## src/rtl/reg_file.sv

```systemverilog
// reg_file: 2**ADDR_W x DATA_W register file, two combinational read ports, one write port.
// Self-clears via a post-reset sweep. Define REGFILE_BYPASS_EN for write-to-read forwarding.
module reg_file #(
   parameter int DATA_W = 32,
   parameter int ADDR_W = 5
) (
   input  logic              clk,
   input  logic              rst,
   input  logic [ADDR_W-1:0] R_Addr_A,
   input  logic [ADDR_W-1:0] R_Addr_B,
   input  logic [ADDR_W-1:0] W_Addr,
   input  logic [DATA_W-1:0] W_Data,
   input  logic              Write_Reg,
   input  logic [1:0]        LED_SW,
   output logic [DATA_W-1:0] R_Data_A,
   output logic [DATA_W-1:0] R_Data_B,
   output logic              Busy,
   output logic [7:0]        LED
);

   typedef enum logic {IDLE, CLEAR} state_t;

   state_t            state;
   logic [ADDR_W-1:0] ptr;
   logic [DATA_W-1:0] regs [2**ADDR_W];
   logic              wr_en;

   assign Busy  = (state == CLEAR);
   assign wr_en = Write_Reg && (state == IDLE) && (W_Addr != '0) && !rst;

   // Reset only restarts the sweep; the sweep itself is what zeroes the array.
   always_ff @(posedge clk) begin
      if (rst) begin
         state <= CLEAR;
         ptr   <= '0;
      end else if (state == CLEAR) begin
         ptr <= ptr + ADDR_W'(1);
         if (ptr == '1) begin
            state <= IDLE;
         end
      end
   end

   always_ff @(posedge clk) begin
      if (!rst) begin
         if (state == CLEAR) begin
            regs[ptr] <= '0;
         end else if (wr_en) begin
            regs[W_Addr] <= W_Data;
         end
      end
   end

   // Zero rules are applied last so they win over forwarding.
   always_comb begin
      R_Data_A = regs[R_Addr_A];
`ifdef REGFILE_BYPASS_EN
      if (wr_en && (R_Addr_A == W_Addr)) begin
         R_Data_A = W_Data;
      end
`endif
      if (rst || Busy || (R_Addr_A == '0)) begin
         R_Data_A = '0;
      end
   end

   always_comb begin
      R_Data_B = regs[R_Addr_B];
`ifdef REGFILE_BYPASS_EN
      if (wr_en && (R_Addr_B == W_Addr)) begin
         R_Data_B = W_Data;
      end
`endif
      if (rst || Busy || (R_Addr_B == '0)) begin
         R_Data_B = '0;
      end
   end

   always_comb begin
      LED = R_Data_A[7:0];
      case (LED_SW)
         2'b00: LED = R_Data_A[7:0];
         2'b01: LED = R_Data_A[15:8];
         2'b10: LED = R_Data_A[23:16];
         2'b11: LED = R_Data_A[31:24];
         default: LED = R_Data_A[7:0];
      endcase
   end

endmodule

```

## config.mk

```make
export PLATFORM = sky130hd
export DESIGN_NAME = reg_file
export DESIGN_NICKNAME = d
export VERILOG_FILES = /design/src/rtl/reg_file.sv
export SDC_FILE = /design/constraint.sdc
export NUM_CORES = 1
export LEC_CHECK = 0
export BUFFER_PORTS_ARGS = -buffer_cell sky130_fd_sc_hd__buf_4
export CAP_MARGIN = 25
export CORE_UTILIZATION = 35
export CTS_CLUSTER_SIZE = 20
export DETAILED_ROUTE_END_ITERATION = 8
export PLACE_DENSITY = 0.58
export SETUP_SLACK_MARGIN = 0.15
export SLEW_MARGIN = 20
export SYNTH_ARGS = -nofsm -noshare
export SYNTH_HDL_FRONTEND = slang
export SYNTH_SLANG_ARGS = --single-unit
```

## constraint.sdc

```tcl
create_clock -name clk -period 5.5 [get_ports clk]
set_clock_uncertainty 0.15 [all_clocks]
set_input_delay 1.1 -clock clk [delete_from_list [all_inputs] [get_ports clk]]
set_output_delay 1.1 -clock clk [all_outputs]
set_load 0.01 [all_outputs]
```

==> impl_results.rst, run 1 <==
.. list-table::
   :header-rows: 1

   * - Metric
     - Value
   * - Accumulated negative setup slack
     - 0 ps
   * - Peak clock frequency supported by timing
     - 189.2 MHz
   * - Number of standard cells after synthesis
     - 3,059
   * - Source of the critical timing path
     - R_Addr_A[0]
   * - Startpoint of the worst register-to-register path
     - Busy$_SDFF_PP1_
   * - Total number of vias
     - 31,720
   * - Antenna Diode Count
     - 0
   * - Number of nets still failing antenna checks after routing
     - 0
   * - Fraction of final layout cells with drive strength greater than 1
     - 25.09%
   * - Crit path arrival time
     - 4040 ps
   * - Post-DP HPWL
     - 102,500 um
   * - Area growth from synthesis to layout
     - 16.79%
   * - Area of placed instances
     - 53,670 um^2
   * - Measured slew at the worst slew-check pin
     - 1044 ps
   * - Synth Register Bits
     - 1,030
   * - Sink count of the clock tree
     - 1,030
   * - Buffer cell driving the clock tree root
     - sky130_fd_sc_hd__clkbuf_16
   * - Startpoint of the most critical hold path
     - ptr[3]$_SDFFE_PP0P_
   * - Global-route wire length before repair
     - 234,600 um
   * - Pre-Repair DR Iteration Count
     - 6
   * - Area of the placeable core
     - 138,200 um^2
   * - Clock tree buffer depth
     - 3
   * - Grt total ovfl
     - 0
   * - Iter 0 DRT Violations
     - 4,209
   * - Worst path setup slack after routing
     - 213.7 ps
   * - Endpoint kind of the worst setup timing path
     - primary output
   * - Total Routing Usage GR
     - 23.43%
   * - Max stage delay on crit path
     - 840 ps
   * - Die height
     - 376.0 um
   * - Max-Cap Viols
     - 0
   * - Number of pins exceeding their max-slew limit in the final report
     - 0
   * - Initial Util
     - 35.43%
   * - Power density normalized to cell area
     - 294.7 nW/um^2
   * - Post-layout power
     - 0.01685 W
   * - Reg-to-reg setup timing slack
     - 2040 ps
   * - Number of setup violations in the final report
     - 0
   * - Clock network latency to the later pin of the worst-skew pair
     - 700 ps
   * - Number of design rule violations left after detail routing
     - 0
   * - Post-route cell area
     - 57,170 um^2
   * - Horiz. Die Dim
     - 376.0 um
   * - I/O pin count
     - 125
   * - Via count of the first global-routing pass
     - 31,150
   * - Total number of H-tree levels
     - 3
   * - Category of the most critical setup path
     - primary input to primary output
   * - Reg clk slew, reported paths
     - 60 ps
   * - Worst hold stages
     - 2
   * - Pin count of the biggest net entering global routing
     - 55
   * - Number of CTS-inserted buffers
     - 105
   * - Post-synthesis average cell area
     - 16.00 um^2
   * - Crit Reg-Reg Endpoint
     - regs[20][29]$_DFFE_PP_
   * - Data required, critical path
     - 4250 ps
   * - Max_slew headroom
     - 30.24%
   * - Most frequently used flop master after synthesis
     - sky130_fd_sc_hd__edfxtp_1
   * - Async S/R FF share, synth
     - 0%
   * - Critical path peak fanout
     - 35
   * - Initial antenna violation count
     - 8
   * - TritonCTS clock tree
     - done
   * - Unique cell type count in the Yosys netlist
     - 48
   * - Fin nets
     - 3,309
   * - GP Congestion
     - 0.8548
   * - RSZ-0062 raised after global routing
     - no
   * - Via-per-instance ratio
     - 6.096
   * - Number of warnings printed during yosys synthesis
     - 0
   * - Final Cycle Share
     - 96.11%
   * - Worst voltage drop across the vdd grid
     - 0.2685 mV
   * - End point of the most critical hold path
     - ptr[3]$_SDFFE_PP0P_
   * - IO Port Bufs
     - 124
   * - Seq/Total Area, Yosys
     - 63.07%
   * - Run status
     - complete, no violations
   * - Slowest stage cell on the critical path
     - sky130_fd_sc_hd__o22ai_1
   * - Number of placement rows
     - 136
   * - EDFF count, synth
     - 1,024
   * - Number of hold-slack violations in the final timing report
     - 0
   * - Cell family with most CP delay
     - simple AND/OR/NAND/NOR gates
   * - Synthesized netlist net count
     - 3,113
   * - Hold crit path type
     - register to register
   * - Sum of buffers and inverters on the critical path
     - 5
   * - Cell leakage power
     - 18.33 nW
   * - Depth of the worst register-to-register path
     - 7
   * - Wire length per cell
     - 32.35 um
   * - Minimum hold slack
     - 401.9 ps
   * - Minimum clock period after layout
     - 5286 ps
   * - CP cell instances
     - buf_8, buf_12, nor3_1, nor4b_4, buf_12, nand2_1, nand4_1, o22ai_1, buf_4, nor2_1, buf_4
   * - Worst setup slack after placement
     - 235.4 ps
   * - Die footprint
     - 141,400 um^2
   * - Crit start category
     - primary input
   * - Overall routed net length
     - 168,300 um
   * - Summed instance area of the synthesized netlist
     - 48,950 um^2
[metal layers]
metal	GRT usage [%]	routed length [um]	vias up
li1	-	-	13050
met1	33.44	71410	16670
met4	6.184	4241	6
met5	0	35	-
met2	34.92	74380	1725
met3	6.531	18270	268
[cell usage after synthesis, types with 2 or more instances]
| master | n | area [um^2] |
|---|---|---|
| sky130_fd_sc_hd__edfxtp_1 | 1024 | 30750 |
| sky130_fd_sc_hd__mux2i_1 | 578 | 5786 |
| sky130_fd_sc_hd__a22oi_1 | 192 | 1441 |
| sky130_fd_sc_hd__mux4_2 | 192 | 4324 |
| sky130_fd_sc_hd__a21oi_1 | 130 | 650.6 |
| sky130_fd_sc_hd__clkbuf_1 | 118 | 442.9 |
| sky130_fd_sc_hd__mux2_2 | 96 | 1081 |
| sky130_fd_sc_hd__nand3_1 | 96 | 480.5 |
| sky130_fd_sc_hd__o22ai_1 | 80 | 500.5 |
| sky130_fd_sc_hd__o21ai_0 | 64 | 320.3 |
| sky130_fd_sc_hd__o221ai_1 | 64 | 560.5 |
| sky130_fd_sc_hd__buf_2 | 56 | 280.3 |
| sky130_fd_sc_hd__buf_4 | 54 | 405.4 |
| sky130_fd_sc_hd__nor2_1 | 51 | 191.4 |
| sky130_fd_sc_hd__nand2_1 | 39 | 146.4 |
| sky130_fd_sc_hd__nor3_1 | 35 | 175.2 |
| sky130_fd_sc_hd__and2_1 | 33 | 206.5 |
| sky130_fd_sc_hd__nand4_1 | 33 | 206.5 |
| sky130_fd_sc_hd__nor3b_1 | 33 | 247.7 |
| sky130_fd_sc_hd__o21a_1 | 32 | 240.2 |
| sky130_fd_sc_hd__buf_1 | 12 | 45.04 |
| sky130_fd_sc_hd__dfxtp_1 | 6 | 120.1 |
| sky130_fd_sc_hd__nand2b_1 | 4 | 25.02 |
| sky130_fd_sc_hd__nor2b_1 | 4 | 25.02 |
| sky130_fd_sc_hd__a31oi_1 | 2 | 12.51 |
| sky130_fd_sc_hd__a32oi_1 | 2 | 17.52 |
| sky130_fd_sc_hd__and3_1 | 2 | 12.51 |
| sky130_fd_sc_hd__ha_1 | 2 | 25.02 |
| sky130_fd_sc_hd__inv_1 | 2 | 7.510 |
| sky130_fd_sc_hd__nand2_2 | 2 | 12.51 |
| sky130_fd_sc_hd__nor4b_2 | 2 | 30.03 |
| sky130_fd_sc_hd__or3_1 | 2 | 12.51 |
| sky130_fd_sc_hd__xor2_1 | 2 | 17.52 |
[cells by family (layout without fill, tap and decap cells)]
logic type      after synthesis  count (layout)  synth area share, %
flops                      1030            1030                63.07
mux                         867             867                22.91
compound gates              571             571                7.753
simple gates                342             342                3.717
buf+inv                     244             525                2.451
xor+xnor                      3               3              0.05369
fa+ha+maj                     2               2              0.05112
[power by group]
group / switching, W / total [W] / internal, W
sequential: 0.0000251 / 0.00859 / 0.00856
combinational: 0.000743 / 0.00124 / 0.000497
clock: 0.00307 / 0.00702 / 0.00395
[flip-flops by register name, summed over array words and instances (netlist names)]
register,count
ptr,5
regs,1024
Busy,1
[worst max-delay path by stage]
stage                            end  cells past startpoint
6_report                      LED[6]                     11
5_1_grt                       LED[6]                     11
4_1_cts                       LED[1]                     11
3_5_place_dp                  LED[1]                     11
3_3_place_gp                  LED[1]                     11
2_1_floorplan  regs[25][0]$_DFFE_PP_                      6
[cells in the final DEF, fill, tap and decap left out, drive strengths merged, types with 80 or more instances in the layout]
master     n
buf      331
edfxtp  1024
nand3     96
mux2      96
clkbuf   126
a22oi    192
a21oi    130
mux2i    579
mux4     192
o22ai     80
[tightest hold or removal path, delay by kind of cell, from the launching register on]
kind	cells	cell delay, ps
xor gates and xnor gates	1	80
DFF	1	360
and+or+nand+nor	1	70
[layout make-up]
class	count	area (um^2)
clock buffers	126	2770
inverters	2	7.507
flip-flops and latches	1030	30870
well taps	1863	2331
clock inverters	66	546.8
repair buffers	331	3408
multi-input cells	1785	17230
fillers	12530	81010
[repair_timing]
action,4_1_cts,5_1_grt
hold buffers,0,0
setup buffers,0,0
setup endpoints to repair,0,1
hold endpoints to repair,0,0
gates resized for setup,0,1
[metrics by stage]
step,instances,util (%)
finish,5203,41.37
global placement,4996,38.79
CTS,5192,41.24
global route,5203,41.37
detailed placement,5000,38.84
floorplan,3059,-
(Power assumes the default switching activity.)
==> inputs of run 2 (changes only) <==
--- a/config.mk
+++ b/config.mk
@@ -6,12 +6,12 @@
 export NUM_CORES = 1
 export LEC_CHECK = 0
 export BUFFER_PORTS_ARGS = -buffer_cell sky130_fd_sc_hd__buf_4
-export CAP_MARGIN = 25
 export CORE_UTILIZATION = 35
+export CTS_BUF_LIST = sky130_fd_sc_hd__clkbuf_4
 export CTS_CLUSTER_SIZE = 20
 export DETAILED_ROUTE_END_ITERATION = 8
 export PLACE_DENSITY = 0.58
-export SETUP_SLACK_MARGIN = 0.15
+export SETUP_SLACK_MARGIN = 0.4
 export SLEW_MARGIN = 20
 export SYNTH_ARGS = -nofsm -noshare
 export SYNTH_HDL_FRONTEND = slang
==> run 2 against run 1 <==
Against the previous run: via count rose by 4.1%; first-iteration DRC count fell by 7.6%; global-route usage rose by 0.40 points; sequential share of layout area rose by 0.11 points; wire length rose by 1.6%; clock power fell by 7.5%; register-to-register slack improved by 300 ps; cell area fell by 0.21%; clock-buffer cell count rose by 273; non-clock buffer count fell by 3; critical path type is now register to primary output.
==> impl_results.rst, run 2 (synthesized netlist as in run 1, its figures left out) <==
.. list-table::
   :header-rows: 1

   * - Metric
     - Value
   * - Fillcell total
     - 12,670
   * - Number of CTS-inserted buffers
     - 285
   * - Via count of the first global-routing pass
     - 32,630
   * - Max_slew headroom
     - 27.53%
   * - Area of placed instances
     - 53,620 um^2
   * - Post-route cell area
     - 57,050 um^2
   * - Wire length per cell
     - 31.32 um
   * - Data required, critical path
     - 4250 ps
   * - Number of pins exceeding their max-slew limit in the final report
     - 0
   * - I/O pin count
     - 125
   * - Hold crit path type
     - primary input to register
   * - Category of the most critical setup path
     - register to primary output
   * - Via-per-instance ratio
     - 6.047
   * - Number of nets still failing antenna checks after routing
     - 0
   * - Clock tree buffer depth
     - 4
   * - Iter 0 DRT Violations
     - 3,888
   * - CP cell instances
     - nor2_4, and3_2, buf_6, nand3_1, nand4_1, o22ai_1, nor2_2, buf_4, buf_4
   * - Slowest stage cell on the critical path
     - sky130_fd_sc_hd__dfxtp_2
   * - Run status
     - complete, no violations
   * - Area of the placeable core
     - 138,200 um^2
   * - Startpoint of the most critical hold path
     - W_Data[15]
   * - Overall routed net length
     - 171,000 um
   * - Fin nets
     - 3,486
   * - Cell leakage power
     - 18.63 nW
   * - Number of placement rows
     - 136
   * - Source of the critical timing path
     - Busy$_SDFF_PP1_
   * - Worst setup slack after placement
     - 193.4 ps
   * - Sum of buffers and inverters on the critical path
     - 3
   * - Accumulated negative setup slack
     - 0 ps
   * - Number of hold-slack violations in the final timing report
     - 0
   * - Crit start category
     - register
   * - Minimum clock period after layout
     - 5143 ps
   * - Crit path arrival time
     - 3890 ps
   * - Commonest non-fill, non-tap cell in the layout
     - sky130_fd_sc_hd__edfxtp_1
   * - Critical path peak fanout
     - 13
   * - Total number of H-tree levels
     - 5
   * - Grt total ovfl
     - 0
   * - GP Congestion
     - 0.8548
   * - Reg clk slew, reported paths
     - 80 ps
   * - Final Cycle Share
     - 93.50%
   * - Peak clock frequency supported by timing
     - 194.5 MHz
   * - Flip-flop count of the largest register after layout
     - 1,024
   * - Biggest register
     - regs
   * - Minimum hold slack
     - 310.1 ps
   * - Endpoint kind of the worst setup timing path
     - primary output
   * - Initial Util
     - 35.43%
   * - Max stage delay on crit path
     - 410 ps
   * - Number of design rule violations left after detail routing
     - 0
   * - Fraction of final layout cells with drive strength greater than 1
     - 30.30%
   * - Horiz. Die Dim
     - 376.0 um
   * - Buffer cell driving the clock tree root
     - sky130_fd_sc_hd__clkbuf_4
   * - Post-DP HPWL
     - 102,400 um
   * - Pre-Repair DR Iteration Count
     - 6
   * - Area growth from synthesis to layout
     - 16.55%
   * - Power density normalized to cell area
     - 286.1 nW/um^2
   * - Total number of vias
     - 33,030
   * - Total Routing Usage GR
     - 23.83%
   * - Initial antenna violation count
     - 4
   * - Number of setup violations in the final report
     - 0
   * - TritonCTS clock tree
     - done
   * - Worst path setup slack after routing
     - 357.5 ps
   * - Startpoint of the worst register-to-register path
     - Busy$_SDFF_PP1_
   * - Cell family with most CP delay
     - simple AND/OR/NAND/NOR gates
   * - Sink count of the clock tree
     - 1,030
   * - Die height
     - 376.0 um
   * - Most numerous cell on the critical path
     - sky130_fd_sc_hd__buf_4
   * - RSZ-0062 raised after global routing
     - yes
   * - IO Port Bufs
     - 124
   * - Die footprint
     - 141,400 um^2
   * - Max-Cap Viols
     - 0
   * - Measured slew at the worst slew-check pin
     - 1085 ps
   * - Global-route wire length before repair
     - 238,300 um
   * - Worst voltage drop across the vdd grid
     - 0.1656 mV
   * - Clock network latency to the later pin of the worst-skew pair
     - 1250 ps
   * - Most used cells in the layout excluding fill and tap cells
     - 1,024 x sky130_fd_sc_hd__edfxtp_1, 578 x sky130_fd_sc_hd__mux2i_1, 399 x sky130_fd_sc_hd__clkbuf_4
   * - Pin count of the biggest net entering global routing
     - 55
run 2: layout make-up:
cell class	instances	area, um^2	area share, %
Multi-Input combinational cell	1785	17270	30.27
Clock buffer	399	2995	5.251
Clock inverter	47	205.2	0.3597
Antenna cell	7	17.52	0.03071
Timing Repair Buffer	328	3351	5.873
Inverter	2	7.507	0.01316
Sequential cell	1030	30870	54.11
Tap cell	1863	2331	4.086
run 2: timing repair:
| item | CTS | global route |
|---|---|---|
| gates resized for setup | 8 | 4 |
| buffers inserted | 1 | 0 |
| pin swaps | 1 | 0 |
| setup endpoints to repair | 8 | 5 |
| hold buffers | 6 | 0 |
| cloned | 1 | 0 |
| endpoints found under the hold margin | 6 | 0 |
run 2: worst paths after layout:
path | end | slack, ps | cells past startpoint
worst max-delay path | LED[3] | 360 | 9
worst min-delay path | regs[2][15]$_DFFE_PP_ | 310 | 2
worst max register to register | regs[12][10]$_DFFE_PP_ | 2340 | 6
worst min register to register | Busy$_SDFF_PP1_ | 480 | 1
run 2: per-layer routing:
layer | track usage [%] | part of all wire [%]
met3 | 6.727 | 12
met2 | 35.18 | 44
met5 | 0 | 0.13
met1 | 33.36 | 42
met4 | 8.548 | 3.0
run 2: report_power, final:
part,internal [W],switching [W]
registers,0.00856,0.0000258
clock network,0.00334,0.00315
logic,0.000501,0.000747
total,0.0124,0.00392
run 2: stage by stage:
step	power, W	utilization, %	std cells
floorplan	0.009511	-	3059
global placement	0.009968	38.79	4996
detailed placement	0.009972	38.81	4997
CTS	0.01641	41.22	5451
global route	0.01685	41.29	5460
finish	0.01632	41.29	5461
